==> src/rtl/cnorm_frame.sv <==
// ---------------------------------------------------------------------------
// cnorm_frame -- complex block-floating-point normaliser for the FFT output
// path. Sits between the last butterfly stage and the output buffer.
//
// Every ED-qualified complex sample is left-shifted by a per-frame shift code,
// saturated to the signed NBI range, then reduced to NBO bits. Frame
// boundaries come from a sample counter started by START. Per-sample and
// per-frame (sticky) overflow are reported.
//
// Optional build macro:
//   CNORM_FRAME_ROUND_EN  - reduction rounds half-up, and saturates any result
//                           that lands above the NBO positive maximum.
//                           Undefined (default): plain truncation, with no
//                           output saturation logic.
//
// Parameters:
//   NBI       input component width (signed), NBI > NBO
//   NBO       output component width (signed)
//   SW        shift code width, max shift = 2^SW-1
//   FRAME_LEN samples per frame (power of two, >= 4)
//
// Ports:
//   CLK    rising-edge clock
//   RST_N  asynchronous active-low reset
//   ED     enable / data valid; every register advances only when ED=1
//   START  first sample of a frame (qualified by ED)
//   SHIFT  left-shift code, latched on START&ED
//   DR/DI  real / imaginary input samples
//   DOR/DOI real / imaginary output samples (2 ED cycles of latency)
//   OVF    saturation occurred on the sample now on DOR/DOI
//   RDY    marks the first output sample of a frame
//   FDONE  marks the last output sample of a frame
//   FOVF   sticky frame overflow, meaningful while FDONE=1
// ---------------------------------------------------------------------------
module cnorm_frame #(
  parameter int NBI       = 16,
  parameter int NBO       = 14,
  parameter int SW        = 2,
  parameter int FRAME_LEN = 256
) (
  input  logic                  CLK,
  input  logic                  RST_N,
  input  logic                  ED,
  input  logic                  START,
  input  logic [SW-1:0]         SHIFT,
  input  logic signed [NBI-1:0] DR,
  input  logic signed [NBI-1:0] DI,
  output logic signed [NBO-1:0] DOR,
  output logic signed [NBO-1:0] DOI,
  output logic                  OVF,
  output logic                  RDY,
  output logic                  FDONE,
  output logic                  FOVF
);

  localparam int MAXSH = (1 << SW) - 1;
  // Width wide enough to hold x * 2^MAXSH exactly.
  localparam int WY    = NBI + MAXSH;
  localparam int DROP  = NBI - NBO;
  localparam int CW    = $clog2(FRAME_LEN);

  localparam logic [0:0] IDLE = 1'b0;
  localparam logic [0:0] RUN  = 1'b1;

  // Returns {overflow, saturated NBI-bit value} of x * 2^s.
  function automatic logic [NBI:0] sat_shift(input logic signed [NBI-1:0] x,
                                             input logic [SW-1:0]         s);
    logic signed [WY-1:0] y;
    logic                 hi_ones;
    logic                 hi_zeros;
    y        = WY'(x);
    y        = y <<< s;
    // In range exactly when every bit from the NBI sign position upward agrees.
    hi_ones  = &y[WY-1:NBI-1];
    hi_zeros = ~|y[WY-1:NBI-1];
    if (hi_ones || hi_zeros)
      return {1'b0, y[NBI-1:0]};
    else if (y[WY-1])
      return {1'b1, 1'b1, {(NBI-1){1'b0}}};
    else
      return {1'b1, 1'b0, {(NBI-1){1'b1}}};
  endfunction

`ifdef CNORM_FRAME_ROUND_EN
  localparam logic signed [NBI:0] HALF = (NBI+1)'(1) << (DROP - 1);

  // Returns {overflow, NBO-bit value} of round-half-up(v / 2^DROP).
  // Adding a positive half can only push past the positive limit.
  function automatic logic [NBO:0] round_sat(input logic signed [NBI-1:0] v);
    logic signed [NBI:0] t;
    logic signed [NBO:0] q;
    t = (NBI+1)'(v) + HALF;
    q = t[NBI:DROP];
    if (!q[NBO] && q[NBO-1])
      return {1'b1, 1'b0, {(NBO-1){1'b1}}};
    else
      return {1'b0, q[NBO-1:0]};
  endfunction
`else
  // floor(v / 2^DROP): keep the upper NBO bits.
  function automatic logic [NBO-1:0] trunc_out(input logic signed [NBI-1:0] v);
    return v[NBI-1:DROP];
  endfunction
`endif

  // Control state
  logic [0:0]    state;
  logic [CW-1:0] cnt;
  logic [SW-1:0] shift_lat;

  // Stage-1 pipeline registers
  logic signed [NBI-1:0] sr_p1;
  logic signed [NBI-1:0] si_p1;
  logic                  ovf_p1;
  logic                  first_p1;
  logic                  last_p1;
  logic                  infrm_p1;

  // Combinational signals
  logic [SW-1:0] sh_eff;
  logic [NBI:0]  res_r;
  logic [NBI:0]  res_i;
  logic          last_c;
  logic          infrm_c;
  logic [NBO-1:0] q_r;
  logic [NBO-1:0] q_i;
  logic          ovf2;

  // The START sample already uses the new shift, the rest of the frame uses
  // the latched one.
  always_comb begin
    sh_eff  = START ? SHIFT : shift_lat;
    res_r   = sat_shift(DR, sh_eff);
    res_i   = sat_shift(DI, sh_eff);
    // START has priority: a START on the would-be last sample opens a new
    // frame and the old frame is never tagged as done.
    last_c  = !START && (state == RUN) && (cnt == CW'(FRAME_LEN - 1));
    infrm_c = START || (state == RUN);
  end

  // Frame FSM and sample counter
  always_ff @(posedge CLK or negedge RST_N) begin
    if (!RST_N) begin
      state     <= IDLE;
      cnt       <= '0;
      shift_lat <= '0;
    end else if (ED) begin
      if (START) begin
        state     <= RUN;
        cnt       <= CW'(1);
        shift_lat <= SHIFT;
      end else if (state == RUN) begin
        if (cnt == CW'(FRAME_LEN - 1)) begin
          state <= IDLE;
          cnt   <= '0;
        end else begin
          cnt <= cnt + CW'(1);
        end
      end
    end
  end

  // ---- stage 1: shift, saturate, per-sample overflow, frame tags ----
  always_ff @(posedge CLK or negedge RST_N) begin
    if (!RST_N) begin
      sr_p1    <= '0;
      si_p1    <= '0;
      ovf_p1   <= 1'b0;
      first_p1 <= 1'b0;
      last_p1  <= 1'b0;
      infrm_p1 <= 1'b0;
    end else if (ED) begin
      sr_p1    <= res_r[NBI-1:0];
      si_p1    <= res_i[NBI-1:0];
      ovf_p1   <= res_r[NBI] | res_i[NBI];
      first_p1 <= START;
      last_p1  <= last_c;
      infrm_p1 <= infrm_c;
    end
  end

`ifdef CNORM_FRAME_ROUND_EN
  logic [NBO:0] rnd_r;
  logic [NBO:0] rnd_i;

  always_comb begin
    rnd_r = round_sat(sr_p1);
    rnd_i = round_sat(si_p1);
    q_r   = rnd_r[NBO-1:0];
    q_i   = rnd_i[NBO-1:0];
    ovf2  = ovf_p1 | rnd_r[NBO] | rnd_i[NBO];
  end
`else
  always_comb begin
    q_r  = trunc_out(sr_p1);
    q_i  = trunc_out(si_p1);
    ovf2 = ovf_p1;
  end
`endif

  // ---- stage 2: width reduction, flags, frame sticky overflow ----
  always_ff @(posedge CLK or negedge RST_N) begin
    if (!RST_N) begin
      DOR   <= '0;
      DOI   <= '0;
      OVF   <= 1'b0;
      RDY   <= 1'b0;
      FDONE <= 1'b0;
      FOVF  <= 1'b0;
    end else if (ED) begin
      DOR   <= q_r;
      DOI   <= q_i;
      OVF   <= ovf2;
      RDY   <= first_p1;
      FDONE <= last_p1;
      // Only samples belonging to a frame feed the sticky; the first sample
      // of a frame restarts it, so it holds the previous frame's result
      // through any idle samples in between.
      if (infrm_p1)
        FOVF <= first_p1 ? ovf2 : (FOVF | ovf2);
    end
  end

endmodule
==> config.mk <==
export PLATFORM = sky130hd
export DESIGN_NAME = cnorm_frame
export DESIGN_NICKNAME = d
export VERILOG_FILES = /design/src/rtl/cnorm_frame.sv
export SDC_FILE = /design/constraint.sdc
export NUM_CORES = 1
export LEC_CHECK = 0
export CAP_MARGIN = 10
export CORE_MARGIN = 2
export CORE_UTILIZATION = 47
export DETAILED_ROUTE_END_ITERATION = 12
export PLACE_DENSITY = 0.76
export SYNTH_ARGS = -nofsm -noshare
export SYNTH_HDL_FRONTEND = slang
export SYNTH_SLANG_ARGS = --single-unit
==> constraint.sdc <==
create_clock -name CLK -period 1.5 [get_ports CLK]
set_input_delay 0.225 -clock CLK [delete_from_list [all_inputs] [get_ports CLK]]
set_output_delay 0.225 -clock CLK [all_outputs]
set_load 0.01 [all_outputs]
* Yosys cells after proc, flatten, opt, wreduce, memory -nomap -nowiden
Index checks and enable logic that the tools add are counted.
** Word-level totals
- Output and inout port bits :: 32
- Register bits :: 79
- Input bits :: 38
** Operators by class
- Shift operators :: 2
- Multiplexer cells :: 12
- Add/sub/neg operators :: 1
- Equality and inequality tests :: 1
- Bitwise operators :: 2
- Reduce and logical (&&, ||, !) cells :: 15
** Operators by type and width (count)
- $sshl A16 B2 Y19 :: 2
- $mux W17 :: 2
- $mux W16 :: 2
- $mux W8 :: 3
- $add A8 B1 Y8 const B :: 1
- $eq A8 B8 Y1 const B :: 1
- $reduce_and A4 Y1 :: 2
- $reduce_or A4 Y1 :: 2
- $mux W1 :: 4
- $reduce_and A2 Y1 :: 2
- $logic_not A1 Y1 :: 3
- $logic_or A1 B1 Y1 :: 3
- $logic_and A1 B1 Y1 :: 2
- $mux W2 :: 1
- $or A1 B1 Y1 :: 2
- $reduce_bool A2 Y1 :: 1

* Longest topological paths before layout
Gate-level depths: netlist of run 1.
- Depth in word-level cells :: 7
- Gate-level depth with buffers :: 8
- Mapped depth without buffers :: 6

* Worst setup path after synthesis of run 1
Ideal clock, no wire load.
- Kind :: input -> register
- From :: input port START
- To :: register si_p1[13]
- Data arrival time :: 1.531 ns
- Setup time :: 0.126 ns
- Required time :: 1.374 ns
- Path slack :: -0.157 ns
- Cell stages on the path :: 8
- Path buffers :: 3
- Cells stage by stage :: buf_2 > mux2i_2 > buf_6 > buf_6 > mux2i_1 > nor2_1 > o22ai_1 > a21oi_1
** On the way
- Cells in the longest elaborated chain, start to end :: 6
- Elaborated cells on any way between the ends :: 8
** Ends and longest elaborated chain
- from (decl) :: RTL line 44 : input logic START,
- $mux W2 (*)
- $sshl A16 B2 Y19 (*) :: RTL line 72 : y = y <<< s;
- $reduce_or A4 Y1 :: RTL line 75 : hi_zeros = ~|y[WY-1:NBI-1];
- $logic_not A1 Y1 :: RTL line 75
- $logic_or A1 B1 Y1 :: RTL line 76 : if (hi_ones || hi_zeros)
- $mux W17 (*) :: RTL line 76
- to (signal assigned) :: RTL line 174 : si_p1 <= res_i[NBI-1:0];
- to (decl) :: RTL line 113 : logic signed [NBI-1:0] si_p1;
Mark *: on every way between the ends. The rest lies on a longest branch, timed or not.
A chain may end at the register's enable or synchronous reset.

* Worst setup path after layout of run 1
- From :: register shift_lat[0]
- To :: register si_p1[14]
** On the way
- Cells in the longest elaborated chain, start to end :: 6
- Elaborated cells on any way between the ends :: 8
** Ends and longest elaborated chain
- from (decl) :: RTL line 109 : logic [SW-1:0] shift_lat;
- from (signal assigned) :: RTL line 146 : shift_lat <= '0;
- from (signal assigned) :: RTL line 151 : shift_lat <= SHIFT;
- $mux W2 (*)
- $sshl A16 B2 Y19 (*) :: RTL line 72
- $reduce_or A4 Y1 :: RTL line 75
- $logic_not A1 Y1 :: RTL line 75
- $logic_or A1 B1 Y1 :: RTL line 76
- $mux W17 (*) :: RTL line 76
Marked as above.

==> results of run 1 <==
==> cell families (layout without fill, tap and decap cells) <==
group / count (synthesis) / after routing / synth area share (%)
flip-flops: 75 / 75 / 49.7
multiplexers: 84 / 84 / 23.6
AO/OA/AOI/OAI: 86 / 86 / 13.5
AND/OR/NAND/NOR: 72 / 72 / 8.28
XOR/XNOR: 1 / 1 / 0.232
buffers and inverters: 31 / 135 / 4.37
adder cells (fa/ha/maj): 1 / 1 / 0.331
==> flip-flops by register name, summed over array words and instances, names as in the netlist <==
signal	cells
shift_lat	2
si_p1	14
FDONE	1
OVF	1
first_p1	1
FOVF	1
state	1
last_p1	1
infrm_p1	1
ovf2	1
DOR	14
DOI	14
cnt	8
RDY	1
sr_p1	14
==> stage by stage <==
stage | utilization [%] | power (W) | hold slack [ps] | cell area (sq um) | setup TNS (ps)
global route | 68.2 | 0.00656 | 376 | 5300 | -8470
finish | 68.2 | 0.00624 | 342 | 5300 | -6290
CTS | 66.8 | 0.00625 | 351 | 5190 | -6270
floorplan | - | 0.00356 | -70.6 | 3810 | -21.4
detailed placement | 62.4 | 0.00442 | 197 | 4850 | -18800
global placement | 62.4 | 0.00437 | 196 | 4850 | -17560
==> worst min-delay path by stage <==
stage               start  endpoint  slack (ps)  cells past startpoint
floorplan           RST_N    DOI[0]         -70                      0
global placement    RST_N    cnt[3]         200                      2
detailed placement  RST_N    cnt[3]         200                      2
CTS                    ED    cnt[6]         350                      3
global route        RST_N    cnt[4]         380                      3
finish                 ED    cnt[6]         340                      3
==> layout make-up <==
class                           instances  area, sq um  share of cell area, %
Timing Repair Buffer                  111         1190                   22.5
Clock buffer                           12          155                   2.93
Sequential cell                        75         1880                   35.4
Multi-Input combinational cell        244         1850                   34.8
Inverter                                8         30.0                  0.567
Tap cell                              102          128                   2.41
Clock inverter                          4         72.6                   1.37
==> per-layer routing <==
layer	vias to the layer above	global-route usage, %	part of all wire, %
li1	1461	-	-
met2	86	31.5	49
met4	0	12.3	1.9
met3	17	4.01	4.2
met1	1495	29.5	45
met5	-	0	0
==> worst register-to-register path, stage by stage, from the launching register on <==
cell      delay [ps]
dfrtp_1          410
mux2_4           300
a21o_1           220
a211oi_4         330
buf_12           180
o211ai_1         120
a21oi_1          170
==> timing repair <==
| action | CTS | global route |
|---|---|---|
| buffers inserted | 4 | 1 |
| endpoints found under the hold margin | 75 | 0 |
| resized for setup | 16 | 40 |
| hold buffers | 1 | 0 |
| gates cloned | 1 | 0 |
| endpoints found under the setup margin | 31 | 49 |
| pin swaps | 10 | 11 |
==> report_power, final <==
part           leakage, nW  switching, W  internal (W)
clock network        0.113      0.000726       0.00103
registers            0.869      0.000234       0.00239
logic                 1.42      0.000843       0.00102
total                 2.41       0.00180       0.00443
==> layout by cell type (no fill, tap or decap), types with 10 or more instances in the layout <==
cell,count
buf_12,10
mux2i_1,46
dlymetal6s2s_1,20
buf_4,27
o21ai_2,10
dfrtp_1,75
o21ai_1,13
a21oi_1,27
nand3_1,10
clkdlybuf4s50_1,44
clkbuf_8,11
nand2_1,17
nor2_1,32
mux2_2,35
==> results.json, run 1 <==
{
  "outcome": "finished, violations left",
  "failed_checks": "negative setup slack",
  "place.detailed.instances": 534,
  "post_drt_wl_per_cell_microns": 16.3,
  "arrival_ps": 2070,
  "final_max_slew_viol_count": 0,
  "clkSinkCount": 75,
  "critPathMaxFanout": 7,
  "synth_largest_type_area_fraction_pct": 49.7,
  "vdd_drop_max_mv": 0.629,
  "synth-async-reset-ratio_pct": 100,
  "flow.area_growth_from_synthesis_pct": 40.3,
  "grt_setup_unrepaired": "true",
  "max_slew.worst_pin.slew_ps": 474,
  "dieHeight_microns": 93.7,
  "reg2reg_depth": 6,
  "critPathRequiredTime_ps": 1770,
  "setup.worst_path.end": "si_p1[14]",
  "headroom_to_the_max_slew_limit_pct": 68.2,
  "dp_hpwl_microns": 6040,
  "path_buf_inv": 1,
  "grt.total_usage_pct": 21.3,
  "fin_skew_ps": 8.62,
  "vias_in_the_first_global_route": 3092,
  "synth_seq_cells": 75,
  "io_buffer_count": 69,
  "cts_htree_levels": 3,
  "remaining_drc_errors": 0,
  "reg2reg_slack_ps": -300,
  "syn_area_sq_mm": 0.00378,
  "drt_iter0_markers": 137,
  "critical_path.reg2reg.endpoint": "si_p1[14]",
  "final_nets": 488,
  "totalWireLength_microns": 9040,
  "start_util_pct": 48.6,
  "diodes": 0,
  "powerDensity_mw_per_mm2": 1180,
  "mappedNetlistNets": 389,
  "drt_pass1_iterations": 5,
  "synth-edff-count": 0,
  "type_of_element_launching_the_critical_path": "register",
  "synth_area_leader": "dfrtp_1",
  "cpLargestDelayFamily": "compound AO/OA/AOI/OAI gates",
  "critical-path-slowest-cell": "dfrtp_1",
  "setup_viol": 27,
  "detail_route.vias_per_cell": 5.50,
  "total_leakage_power_nw": 2.41,
  "critical_path.cell_chain": "mux2_4 -> a21o_1 -> a211oi_4 -> buf_12 -> o211ai_1 -> a21oi_1",
  "post_synth.cell_area_avg_sq_um": 10.8,
  "antenna_viol_nets_final": 0,
  "post_synth_main_area_contributors": "dfrtp_1, mux2i_1, mux2_2",
  "finalNonFillerCells": 556,
  "ys_seq_area_share_pct": 49.7,
  "clock_tree.buffer_depth": 2,
  "numCtsBuffers": 9,
  "routability_cong": 0.808,
  "critical_path.reg2reg.startpoint": "shift_lat[0]",
  "startpoint": "shift_lat[0]",
  "worst_setup_hold_path_clk_slew_ps": 80,
  "die_area_sq_mm": 0.00877,
  "ios": 70,
  "num_vias": 3059,
  "grt_max_degree": 47,
  "fp.dieW_microns": 93.7,
  "hold_path_class": "in -> reg",
  "timing.final.crit_period_ps": 1800,
  "number_of_antenna_violations_at_the_first_check_in_global_routing": 0,
  "cp_num_cells": 6,
  "maxClockFrequency_mhz": 555,
  "insertion_delay_ps": 350,
  "synth.cells.most_frequent": "dfrtp_1, mux2i_1, mux2_2",
  "grt_pass1_wl_microns": 14600,
  "crit_path_end_kind": "register",
  "grt_remaining_overflow": 0,
  "worstSetupPathType": "reg -> reg",
  "fp-row-count": 32,
  "maxCapViolations": 0,
  "ys_warns": 0,
  "synth_most_common_cell": "dfrtp_1",
  "clk_root_buffer_cell": "clkbuf_8",
  "fin_crit_sh_pct": 120,
  "final_layout_size_suffix_gt1_share_pct": 26.2,
  "pre_cts_ws_ps": -660,
  "netlist_instances": 350,
  "post-route-worst-setup-slack_ps": -302,
  "synth_cell_types": 37,
  "fill_cells": 588,
  "critPathMaxStageDelay_ps": 410,
  "design.core.area_sq_mm": 0.00777,
  "tritoncts_clock_tree": "yes",
  "synthFlopType": "dfrtp_1",
  "hold_viol_final": 0
}
Note: power is estimated with default switching activity, not from simulation.
==> run 2, diff against run 1 <==
--- a/config.mk
+++ b/config.mk
@@ -6,10 +6,11 @@
 export NUM_CORES = 1
 export LEC_CHECK = 0
 export CAP_MARGIN = 10
-export CORE_MARGIN = 2
+export CORE_MARGIN = 3
 export CORE_UTILIZATION = 47
 export DETAILED_ROUTE_END_ITERATION = 12
 export PLACE_DENSITY = 0.76
+export SETUP_SLACK_MARGIN = 0.15
 export SYNTH_ARGS = -nofsm -noshare
 export SYNTH_HDL_FRONTEND = slang
 export SYNTH_SLANG_ARGS = --single-unit
==> results.json, run 2 (synthesis gave the netlist of run 1 again) <==
{
  "outcome": "finished, violations left",
  "failed_checks": "negative setup slack",
  "start_util_pct": 48.6,
  "fp-row-count": 32,
  "fin_crit_sh_pct": 117,
  "flow.area_growth_from_synthesis_pct": 43.2,
  "numCtsBuffers": 9,
  "diodes": 0,
  "met1_usage_pct": 27.4,
  "total_leakage_power_nw": 2.36,
  "layout_commonest_cell": "dfrtp_1",
  "hold_viol_final": 0,
  "pre_cts_ws_ps": -739,
  "worstSetupPathType": "reg -> reg",
  "grt.total_usage_pct": 20.2,
  "max_slew.worst_pin.slew_ps": 328,
  "critical_path.reg2reg.endpoint": "sr_p1[14]",
  "dieHeight_microns": 95.7,
  "gr-max-usage-layer": "met2",
  "post-route-util_pct": 69.7,
  "routability_cong": 0.794,
  "fin_skew_ps": 7.67,
  "critPathMaxFanout": 7,
  "layout.cells.most_common_list": "dfrtp_1, mux2i_1, buf_4",
  "post-route-worst-setup-slack_ps": -248,
  "grt_max_degree": 47,
  "tritoncts_clock_tree": "yes",
  "hold_path_end": "cnt[5]",
  "arrival_ps": 2010,
  "number_of_antenna_violations_at_the_first_check_in_global_routing": 0,
  "detail_route.vias_per_cell": 5.48,
  "headroom_to_the_max_slew_limit_pct": 78.1,
  "setup_tns_ps": -4850,
  "maxClockFrequency_mhz": 572,
  "cts_htree_levels": 3,
  "grt_remaining_overflow": 0,
  "layout.area.seq_sq_mm": 0.00188,
  "reg2reg_slack_ps": -250,
  "fill_cells": 555,
  "remaining_drc_errors": 0,
  "powerDensity_mw_per_mm2": 1150,
  "clk_root_buffer_cell": "clkbuf_8",
  "worst_setup_hold_path_clk_slew_ps": 80,
  "insertion_delay_ps": 350,
  "num_vias": 3125,
  "hold_path_class": "in -> reg",
  "type_of_element_launching_the_critical_path": "register",
  "design.core.area_sq_mm": 0.00777,
  "holdCritStartpoint": "ED",
  "post_drt_wl_per_cell_microns": 16.3,
  "fp.dieW_microns": 95.7,
  "ios": 70,
  "vdd_drop_max_mv": 0.655,
  "critPathRequiredTime_ps": 1760,
  "drt_pass1_iterations": 4,
  "maxCapViolations": 0,
  "multi_input_comb_area_sq_mm": 0.00193,
  "globalRouteMet3Util_pct": 3.87,
  "die_area_sq_mm": 0.00915,
  "critical_path.reg2reg.startpoint": "shift_lat[0]",
  "io_buffer_count": 69,
  "dp_hpwl_microns": 6190,
  "final_layout_size_suffix_gt1_share_pct": 32.3,
  "setup_viol": 27,
  "final_nets": 503,
  "crit_path_end_kind": "register",
  "vias_in_the_first_global_route": 3044,
  "drt_iter0_markers": 118,
  "clkSinkCount": 75,
  "reg2reg_depth": 7,
  "timing.final.crit_period_ps": 1750,
  "hold_path_depth": 4,
  "clock_tree.buffer_depth": 2,
  "antenna_viol_nets_final": 0,
  "final_max_slew_viol_count": 0,
  "grt_pass1_wl_microns": 14400,
  "grt_setup_unrepaired": "true",
  "totalWireLength_microns": 9320,
  "grt.met2_usage_pct": 32.2
}
-- run 2: where the power goes --
group	internal [W]	switching, W
clock	0.000968	0.000741
combinational	0.00100	0.000891
sequential	0.00240	0.000231
total	0.00437	0.00186
-- run 2: timing repair --
item	CTS	global route
hold endpoints to repair	75	0
buffers inserted	4	13
pin swaps	4	21
endpoints found under the setup margin	68	35
cloned	0	1
gates resized for setup	42	44
hold buffers	1	0
-- run 2: worst max-delay path by stage --
stage	startpoint	endpoint	slack (ps)	depth (start not counted)
after floorplan	START	si_p1[13]	-10	8
after global placement	START	si_p1[14]	-680	7
after detailed placement	START	si_p1[11]	-740	7
after CTS	shift_lat[0]	si_p1[13]	-220	6
after global routing	shift_lat[0]	sr_p1[14]	-340	7
final	shift_lat[0]	sr_p1[14]	-250	7
-- run 2: final cells by class --
class	count	share of cell area [%]
multi-input combinational	244	35.7
sequential	75	34.7
tap	102	2.36
inverter	8	0.601
clock inverter	5	1.43
clock buffer	10	2.54
timing repair buffer	126	22.6
-- run 2: metrics by stage --
stage	total power [W]	instance area [sq um]	hold slack [ps]	instances
global placement	0.00437	4850	196	536
finish	0.00623	5410	336	570
floorplan	0.00357	3810	-70.6	350
global route	0.00655	5410	322	570
CTS	0.00604	5090	345	556
detailed placement	0.00443	4850	199	536
-- run 2: routing by layer --
layer / wire (microns) / part of all wire, %
met5: 0 / 0
met4: 179 / 1.9
met3: 482 / 5.2
met2: 4490 / 48
met1: 4170 / 45
-- run 2: critical path, stage by stage (launching register included) --
cell and delay (ps):
dfrtp_1 380, mux2_4 300, a21o_1 210, a211oi_4 240
buf_6 160, buf_12 130, o211ai_1 100, a21oi_1 150
